[src/rtl/ip_codma_pkg.sv]
// Shared types and helpers for the co-DMA memory arbiter.
//   codma_state_e   : arbiter FSM state encoding
//   SIZE_*          : transfer size codes (beats = 2^size)
//   beats_from_size : converts a size code to its beat count
package ip_codma_pkg;

    typedef enum logic [1:0] {
        ST_IDLE = 2'd0,
        ST_ADDR = 2'd1,
        ST_DATA = 2'd2,
        ST_ERR  = 2'd3
    } codma_state_e;

    localparam logic [3:0] SIZE_1DW = 4'd0;
    localparam logic [3:0] SIZE_2DW = 4'd1;
    localparam logic [3:0] SIZE_4DW = 4'd2;
    localparam logic [3:0] SIZE_8DW = 4'd3;

    function automatic int unsigned beats_from_size(input logic [3:0] size);
        return 32'd1 << size;
    endfunction

endpackage

[src/rtl/ip_codma_rr_arbiter.sv]
// Combinational round-robin picker.
//   req         in  : request vector, one bit per master
//   last_winner in  : index of the most recently served master
//   winner      out : first requester found searching from last_winner+1 (mod N)
//   valid       out : at least one request is present
module ip_codma_rr_arbiter #(
    parameter int N = 2
) (
    input  logic [N-1:0]                           req,
    input  logic [((N > 1) ? $clog2(N) : 1)-1:0]   last_winner,
    output logic [((N > 1) ? $clog2(N) : 1)-1:0]   winner,
    output logic                                   valid
);
    localparam int IDX_W = (N > 1) ? $clog2(N) : 1;

    int cand;

    always_comb begin
        winner = '0;
        valid  = 1'b0;
        cand   = 0;
        for (int i = 1; i <= N; i++) begin
            cand = (int'(last_winner) + i) % N;
            if (!valid && req[cand[IDX_W-1:0]]) begin
                valid  = 1'b1;
                winner = cand[IDX_W-1:0];
            end
        end
    end

endmodule

[src/rtl/ip_codma_mem_arbiter.sv]
// Multi-master to single-slave memory arbiter for the co-DMA engine.
// Round-robin arbitration, one outstanding transaction at a time.
//   clock, reset_n               : clock / async active-low reset
//   m_read, m_write, m_addr,
//   m_size                       : per-master address-phase request
//   m_grant                      : one-hot end of address phase
//   m_read_data, m_read_valid    : broadcast read data, per-master strobe
//   m_write_data, m_write_valid  : per-master write data
//   m_error                      : per-master error strobe
//   s_*                          : single slave port
//
// state | meaning
// ------+----------------------------------------------------------
// IDLE  | arbitrate; register winner; illegal request goes to ERR
// ADDR  | winner's request on the slave, waiting for s_grant
// DATA  | beats moving; beat counter counts down to terminal count 1
// ERR   | one-cycle grant+error to winner, no slave request issued
module ip_codma_mem_arbiter #(
    parameter int NUM_MASTERS    = 2,
    parameter int ADDR_W         = 32,
    parameter int DATA_W         = 64,
    parameter int MAX_BURST_LOG2 = 2
) (
    input  logic                                  clock,
    input  logic                                  reset_n,

    input  logic [NUM_MASTERS-1:0]                m_read,
    input  logic [NUM_MASTERS-1:0]                m_write,
    input  logic [NUM_MASTERS-1:0][ADDR_W-1:0]    m_addr,
    input  logic [NUM_MASTERS-1:0][3:0]           m_size,
    output logic [NUM_MASTERS-1:0]                m_grant,
    output logic [DATA_W-1:0]                     m_read_data,
    output logic [NUM_MASTERS-1:0]                m_read_valid,
    output logic [NUM_MASTERS-1:0]                m_error,
    input  logic [NUM_MASTERS-1:0][DATA_W-1:0]    m_write_data,
    input  logic [NUM_MASTERS-1:0]                m_write_valid,

    output logic                                  s_read,
    output logic                                  s_write,
    output logic [ADDR_W-1:0]                     s_addr,
    output logic [3:0]                            s_size,
    input  logic                                  s_grant,
    input  logic [DATA_W-1:0]                     s_read_data,
    input  logic                                  s_read_valid,
    output logic [DATA_W-1:0]                     s_write_data,
    output logic                                  s_write_valid,
    input  logic                                  s_error
);
    import ip_codma_pkg::*;

    localparam int         IDX_W    = (NUM_MASTERS > 1) ? $clog2(NUM_MASTERS) : 1;
    localparam int         CNT_W    = MAX_BURST_LOG2 + 1;
    localparam logic [3:0] MAX_SIZE = 4'(MAX_BURST_LOG2);

    codma_state_e     state;
    codma_state_e     state_nxt;
    logic [IDX_W-1:0] winner;
    logic [IDX_W-1:0] last_winner;
    logic [IDX_W-1:0] arb_winner;
    logic             arb_valid;
    logic [CNT_W-1:0] beat_cnt;
    logic             req_illegal;
    logic             beat;
    logic             last_beat;
    logic             load_cnt;
    logic             dec_cnt;
    logic             txn_done;

    ip_codma_rr_arbiter #(
        .N (NUM_MASTERS)
    ) u_rr_arbiter (
        .req         (m_read | m_write),
        .last_winner (last_winner),
        .winner      (arb_winner),
        .valid       (arb_valid)
    );

    assign req_illegal = (m_size[arb_winner] > MAX_SIZE) ||
                         (m_read[arb_winner] && m_write[arb_winner]);
    assign beat        = s_read_valid | s_write_valid;
    assign last_beat   = beat && (beat_cnt == CNT_W'(1));
    // s_error takes priority over a grant or beat in the same cycle.
    assign load_cnt    = (state == ST_ADDR) && s_grant && !s_error;
    assign dec_cnt     = (state == ST_DATA) && beat && !s_error;
    // Any return to IDLE (done, abort or illegal) hands priority onward.
    assign txn_done    = (state != ST_IDLE) && (state_nxt == ST_IDLE);

    always_ff @(posedge clock or negedge reset_n) begin
        if (!reset_n) begin
            state <= ST_IDLE;
        end else begin
            state <= state_nxt;
        end
    end

    always_ff @(posedge clock or negedge reset_n) begin
        if (!reset_n) begin
            winner      <= '0;
            last_winner <= IDX_W'(NUM_MASTERS - 1);
            beat_cnt    <= '0;
        end else begin
            if ((state == ST_IDLE) && arb_valid) begin
                winner <= arb_winner;
            end
            if (txn_done) begin
                last_winner <= winner;
                beat_cnt    <= '0;
            end else if (load_cnt) begin
                beat_cnt <= CNT_W'(beats_from_size(m_size[winner]));
            end else if (dec_cnt) begin
                beat_cnt <= beat_cnt - CNT_W'(1);
            end
        end
    end

    always_comb begin
        state_nxt = state;
        case (state)
            ST_IDLE: begin
                if (arb_valid) begin
                    state_nxt = req_illegal ? ST_ERR : ST_ADDR;
                end
            end
            ST_ADDR: begin
                if (s_error) begin
                    state_nxt = ST_IDLE;
                end else if (s_grant) begin
                    state_nxt = ST_DATA;
                end
            end
            ST_DATA: begin
                if (s_error || last_beat) begin
                    state_nxt = ST_IDLE;
                end
            end
            ST_ERR:  state_nxt = ST_IDLE;
            default: state_nxt = ST_IDLE;
        endcase
    end

    always_comb begin
        m_grant       = '0;
        m_read_data   = '0;
        m_read_valid  = '0;
        m_error       = '0;
        s_read        = 1'b0;
        s_write       = 1'b0;
        s_addr        = '0;
        s_size        = '0;
        s_write_data  = '0;
        s_write_valid = 1'b0;
        case (state)
            ST_ADDR: begin
                s_read          = m_read[winner];
                s_write         = m_write[winner];
                s_addr          = m_addr[winner];
                s_size          = m_size[winner];
                m_grant[winner] = s_grant;
                m_error[winner] = s_error;
            end
            ST_DATA: begin
                s_write_data         = m_write_data[winner];
                s_write_valid        = m_write_valid[winner];
                m_read_data          = s_read_data;
                m_read_valid[winner] = s_read_valid;
                m_error[winner]      = s_error;
            end
            ST_ERR: begin
                m_grant[winner] = 1'b1;
                m_error[winner] = 1'b1;
            end
            default: ;
        endcase
    end

endmodule

[config.mk]
export PLATFORM = sky130hd
export DESIGN_NAME = ip_codma_mem_arbiter
export DESIGN_NICKNAME = d
export VERILOG_FILES = /design/src/rtl/ip_codma_pkg.sv /design/src/rtl/ip_codma_rr_arbiter.sv /design/src/rtl/ip_codma_mem_arbiter.sv
export SDC_FILE = /design/constraint.sdc
export NUM_CORES = 1
export LEC_CHECK = 0
export CAP_MARGIN = 20
export CORE_AREA = 3 3 172 174
export DETAILED_ROUTE_END_ITERATION = 6
export DIE_AREA = 0 0 175 177
export HOLD_SLACK_MARGIN = 0.15
export SLEW_MARGIN = 30
export SYNTH_ARGS = -nofsm -noshare
export SYNTH_HDL_FRONTEND = slang
export SYNTH_SLANG_ARGS = --single-unit
export TNS_END_PERCENT = 100
[constraint.sdc]
create_clock -name clock -period 2.4 [get_ports clock]
set_input_delay 0.72 -clock clock [delete_from_list [all_inputs] [get_ports clock]]
set_output_delay 0.72 -clock clock [all_outputs]
set_load 0.02 [all_outputs]
==> flow_summary.yaml, run 1 <==
grt:
  grt_usage_pct: 11.54
  use_met1_pct: 12.79
  grt_pass1_vias: 4844
  grt_pass1_wl_um: 27880
  grt_max_degree: 35
  antenna_found_initial: 1
  met3_usage_pct: 3.303
  grt_overflow_total: 0
  use_met2_pct: 22.15
  grt_busiest_layer: "met2"
placed_design:
  dp_cells: 1225
  place_area_sq_um: 8212
  place_hpwl_um: 15550
  place_congestion: 0.7816
  place.port_buffers: 447
sta:
  finalSetupViolCount: 0
  period_minus_slack_ns: 2.377
  tns_ns: 0
  period_share_pct: 99.04
  timing.hold.ws_ns: 0.6277
  maxSlewHeadroom_pct: 77.12
  tightestPinTransition_ns: 0.3387
  drv_slew: 0
  rsz0062_at_grt: "no"
  skew_ns: 0.0003396
  hold_viol: 0
  max_freq_mhz: 420.7
job:
  max-cap-violations: 0
logic_synthesis:
  synth_top_area_cell: "mux2i_1"
  synth_flop_cell: "dfrtp_1"
  synth_edf_count: 0
  async_flop_share_pct: 100.0
  ys.warnings.count: 0
  ys_ff_latch: 7
  synth_cell_types: 42
  synth.cell_area_sq_um: 2933
  yosysSeqAreaShare_pct: 6.015
  synth_area_leaders: "mux2i_1 34%, nor2b_1 22%, and2_1 14%"
  syn-num-nets: 667
  postSynthAreaPerCell_sq_um: 7.598
  yosys.area.top_type_share_pct: 34.47
  postSynthCellCount: 386
setup_path:
  cp_cell_sequence: "clkdlybuf4s50_1, a21oi_2, nor2_1, clkdlybuf4s15_2"
  worstSetupStartpoint: "s_grant"
  critical_path.max_stage_delay_ns: 0.49
  critical_path.top_delay_family: "buffers and inverters"
  crit_type: "in -> out"
  path_buf_inv: 2
  path_max_fanout: 2
  cp_slowest_cell: "clkdlybuf4s50_1"
  cp.arrival_ns: 1.66
  start_kind: "primary input"
  crit_path_end_kind: "output pin"
  regToRegStartpoint: "state[0]$_DFF_PN0_"
  required_ns: 1.68
cells_and_area:
  nFillCells: 3038
  drive_gt1_share_pct: 30.06
  nets: 1147
  layout_common_cells: "271 x clkdlybuf4s50_1, 109 x buf_2, 100 x nor2b_1"
  design_area_sq_um: 7938
  finish.utilization_pct: 28.42
  fin_cells: 1244
  area_growth_syn_to_layout_pct: 170.6
  final_common_cell: "clkdlybuf4s50_1"
power_and_ir_drop:
  power.switching_mw: 3.020
  sw_frac_of_total_pct: 47.64
  pwr-share-clk_pct: 4.5
  p_leak_nw: 3.672
  power.internal_mw: 3.319
  vdd_drop_max_mv: 0.3596
  comb_power_share_pct: 91.5
  p_per_area_nw_per_um2: 798.6
  pwr-share-seq_pct: 4.0
detailed_routing:
  first_pass_iters: 4
  antenna_left: 0
  routed_via_density: 3.694
  first_iter_violations: 61
  drt-total-wl_um: 19970
  vias: 4595
  remaining_drc_errors: 0
  wl_per_cell_um: 16.06
run_status:
  status: "finished, final reports clean"
clock_tree:
  clk_latency_ns: 0.23
  h-tree-depth: 1
  cts_made_buffers: 3
  clockBufferDepth: 2
  cts_tree: "done"
  clock_sinks: 7
  clkTransAtPathRegs_ns: 0.04
  clockRootBuffer: "clkbuf_16"
hold_path:
  hold_path_class: "reg -> reg"
  min_from: "beat_cnt[2]$_DFFE_PN0P_"
floorplan:
  core_area_sq_um: 27930
  num_io_pins: 448
  initial_utilization_pct: 10.50
  dieArea_sq_um: 30980
  rows: 61
  die_h_um: 177
  die_w_um: 175
[sequential cells by signal, indices dropped and copies added (netlist names)]
register	flops
beat_cnt	3
last_winner	1
state	2
winner	1
[area by class of cell]
cell class / instances / area (sq um) / area share [%]
clock buffers: 4 / 78.83 / 0.9931
multi-input cells: 337 / 2634 / 33.18
well taps: 378 / 473.0 / 5.958
repair buffers: 509 / 4538 / 57.17
flip-flops and latches: 7 / 181.4 / 2.286
inverters: 8 / 30.03 / 0.3783
diodes: 1 / 2.502 / 0.03153
[logic make-up (layout without fill, tap and decap cells)]
logic type	count (synthesis)	count (layout)	synth area share (%)
muxes	104	104	35.88
AOI/OAI and AO/OA	34	34	8.747
and+or+nand+nor	190	190	39.76
other	0	1	0
buffers and inverters	42	521	6.144
xor gates and xnor gates	3	3	0.8961
adders and majority gates	6	6	2.560
DFF	7	7	6.015
[Yosys cell counts (2+ instances only)]
| library cell | number |
|---|---|
| nor2b_1 | 104 |
| mux2i_1 | 101 |
| and2_1 | 65 |
| clkbuf_1 | 21 |
| buf_2 | 12 |
| inv_1 | 8 |
| a211oi_1 | 6 |
| dfrtp_1 | 6 |
| ha_1 | 6 |
| o21ai_0 | 6 |
| a21oi_1 | 5 |
| nor2_1 | 5 |
| nand2_1 | 4 |
| nor3_1 | 3 |
| and3_1 | 2 |
| mux2_4 | 2 |
| nand2b_1 | 2 |
| o22ai_1 | 2 |
| o32ai_1 | 2 |
| xor2_1 | 2 |
[worst reg2reg max path: stages, from the launching register on]
cell and delay, ns:
dfrtp_1 0.42, inv_2 0.09, ha_4 0.16, buf_4 0.19
buf_16 0.16, buf_4 0.16, nor2b_1 0.21, o21ai_2 0.10
mux2_1 0.32, a211oi_1 0.22
[final timing paths]
path / end / slack (ns) / cells past startpoint
worst max register to register: beat_cnt[1]$_DFFE_PN0P_ / 0.27 / 9
worst max-delay path: m_grant[0] / 0.02 / 4
min in group asynchronous: beat_cnt[0]$_DFFE_PN0P_ / 0.76 / 1
worst min-delay path: beat_cnt[2]$_DFFE_PN0P_ / 0.63 / 2
max in group asynchronous: last_winner$_DFFE_PN1P_ / 1.35 / 1
worst min register to register: beat_cnt[2]$_DFFE_PN0P_ / 0.63 / 2
[through the flow]
step | power (mW) | setup WS [ns]
global route | 6.772 | 0.0003896
detailed placement | 6.143 | -0.4381
global placement | 6.127 | -0.4258
CTS | 6.473 | 0.0002406
floorplan | 3.293 | 0.04195
finish | 6.339 | 0.02296
[layer usage]
metal / wire, um / vias up
met3: 1625 / 4
li1: - / 2263
met5: 17 / -
met4: 109 / 2
met2: 10660 / 235
met1: 7563 / 2091
[power groups by stage]
stage / Sequential [mW] / Clock, mW / Combinational (mW)
after floorplan: 0.218 / 0 / 3.08
after global placement: 0.249 / 0 / 5.88
after detailed placement: 0.249 / 0 / 5.89
after CTS: 0.254 / 0.288 / 5.93
after global routing: 0.264 / 0.298 / 6.21
final: 0.254 / 0.282 / 5.80
[what timing repair did]
| action | in CTS | in global routing |
|---|---|---|
| gates resized for setup | 579 | 100 |
| setup endpoints to repair | 172 | 105 |
| cloned | 5 | 3 |
| hold buffers | 0 | 0 |
| setup buffers | 5 | 2 |
| pin swaps | 1 | 1 |
No activity file was read; power rests on OpenSTA's default activity.
==> inputs of run 2 (changes only) <==
--- a/config.mk
+++ b/config.mk
@@ -10,6 +10,7 @@
 export DETAILED_ROUTE_END_ITERATION = 6
 export DIE_AREA = 0 0 175 177
 export HOLD_SLACK_MARGIN = 0.15
+export MAX_ROUTING_LAYER = met4
 export SLEW_MARGIN = 30
 export SYNTH_ARGS = -nofsm -noshare
 export SYNTH_HDL_FRONTEND = slang
==> run 2 against run 1 <==
Compared with the run above:
- clock skew about the same
- flip-flop and latch count unchanged
- sequential share of layout area about the same
- largest cell class unchanged
- highest routed layer is now met4
==> flow_summary.yaml, run 2 (synthesized netlist as in run 1, its figures left out) <==
sta:
  finalSetupViolCount: 0
  rsz0062_at_grt: "no"
  worst_slack_ns: 0.02292
  skew_ns: 0.0003140
  max_freq_mhz: 420.7
  timing.hold.ws_ns: 0.6277
  maxSlewHeadroom_pct: 76.55
  period_minus_slack_ns: 2.377
  tightestPinTransition_ns: 0.3472
  hold_viol: 0
  period_share_pct: 99.04
  drv_slew: 0
placed_design:
  place.port_buffers: 447
  place_congestion: 0.7928
  place_hpwl_um: 15550
  post-place-ws_ns: -0.4381
grt:
  grt_busiest_layer: "met2"
  grt_usage_pct: 11.86
  antenna_found_initial: 1
  use_met2_pct: 22.17
  grt_max_degree: 35
  met3_usage_pct: 2.638
  use_met1_pct: 13.14
  grt_overflow_total: 0
  grt_pass1_vias: 4841
  grt_pass1_wl_um: 27860
cells_and_area:
  regArea_sq_um: 181.4
  layout_common_cells: "271 x clkdlybuf4s50_1, 109 x buf_2, 100 x nor2b_1"
  top_register: "beat_cnt"
  final_common_cell: "clkdlybuf4s50_1"
  nFillCells: 3041
  drive_gt1_share_pct: 30.06
  area_growth_syn_to_layout_pct: 170.7
  multiInputGateArea_sq_um: 2634
  largest_register_ffs: 3
  nets: 1147
  largestRegisters: "beat_cnt: 3 flops, state: 2 flops"
  finish.utilization_pct: 28.42
job:
  max-cap-violations: 0
detailed_routing:
  remaining_drc_errors: 0
  drt-total-wl_um: 19990
  vias: 4595
  antenna_left: 0
  first_pass_iters: 4
  wl_per_cell_um: 16.05
  first_iter_violations: 59
  routed_via_density: 3.691
floorplan:
  dieArea_sq_um: 30980
  die_h_um: 177
  num_io_pins: 448
  core_area_sq_um: 27930
  rows: 61
  die_w_um: 175
  initial_utilization_pct: 10.50
clock_tree:
  clkTransAtPathRegs_ns: 0.04
  postCtsHoldBufs: 0
  h-tree-depth: 1
  clk_latency_ns: 0.23
  cts_tree: "done"
  clockRootBuffer: "clkbuf_16"
  cts_made_buffers: 3
  clockBufferDepth: 2
  clock_sinks: 7
power_and_ir_drop:
  p_leak_nw: 3.672
  p_total_mw: 6.340
  p_per_area_nw_per_um2: 798.5
  vdd_drop_max_mv: 0.3594
setup_path:
  path_buf_inv: 2
  crit_cells: 4
  cp_cell_sequence: "clkdlybuf4s50_1, a21oi_2, nor2_1, clkdlybuf4s15_2"
  required_ns: 1.68
  crit_type: "in -> out"
  start_kind: "primary input"
  crit_path_end_kind: "output pin"
  critical_path.max_stage_delay_ns: 0.49
  r2r_cells: 9
  critical_path.top_delay_family: "buffers and inverters"
  path_max_fanout: 2
  cp.arrival_ns: 1.66
  cp_slowest_cell: "clkdlybuf4s50_1"
run_status:
  status: "finished, final reports clean"
hold_path:
  hold_path_class: "reg -> reg"
  hold_path_depth: 2
-- run 2: worst reg2reg max path: cells and delay by family (launching register included) --
kind	cells	cell delay, ns
flops	1	0.42
buf+inv	4	0.61
simple gates	1	0.21
mux	1	0.32
fa+ha+maj	1	0.16
compound gates	2	0.32
-- run 2: layer usage --
layer  share of wire [%]  up-vias
li1                    -     2268
met1                  39     2084
met2                  53      241
met3                 7.3        2
met4                0.55        0
met5                   0        -
-- run 2: repair_timing --
item,in CTS,in global routing
cloned,5,3
resized for setup,579,100
pin swaps,1,1
setup endpoints to repair,172,104
buffers inserted,5,2
-- run 2: report_power, final --
part           total (mW)  switching [mW]  internal, mW
Sequential          0.255          0.0640         0.191
Clock               0.282          0.0616         0.221
Combinational        5.80            2.90          2.91
-- run 2: per-stage QoR --
| step | cell area (sq um) | TNS, ns | std cells |
|---|---|---|---|
| finish | 7940 | 0 | 1245 |
| global route | 7938 | 0 | 1244 |
| global placement | 8212 | -46.11 | 1225 |
| CTS | 8284 | 0 | 1239 |
| detailed placement | 8212 | -47.02 | 1225 |
| floorplan | 2933 | 0 | 386 |
-- run 2: layout make-up --
type | instances | share of cell area, %
Inverter | 8 | 0.3782
Clock buffer | 4 | 0.9928
Timing Repair Buffer | 509 | 57.15
Tap cell | 378 | 5.957
Multi-Input combinational cell | 337 | 33.17
Sequential cell | 7 | 2.285
Antenna cell | 2 | 0.06303
-- run 2: worst paths after layout --
path	slack, ns	from	to
min in group asynchronous	0.76	reset_n	beat_cnt[0]$_DFFE_PN0P_
max in group asynchronous	1.35	reset_n	last_winner$_DFFE_PN1P_
worst min register to register	0.63	beat_cnt[2]$_DFFE_PN0P_	beat_cnt[2]$_DFFE_PN0P_
worst max register to register	0.27	state[0]$_DFF_PN0_	beat_cnt[1]$_DFFE_PN0P_
worst min-delay path	0.63	beat_cnt[2]$_DFFE_PN0P_	beat_cnt[2]$_DFFE_PN0P_
worst max-delay path	0.02	s_grant	m_grant[0]
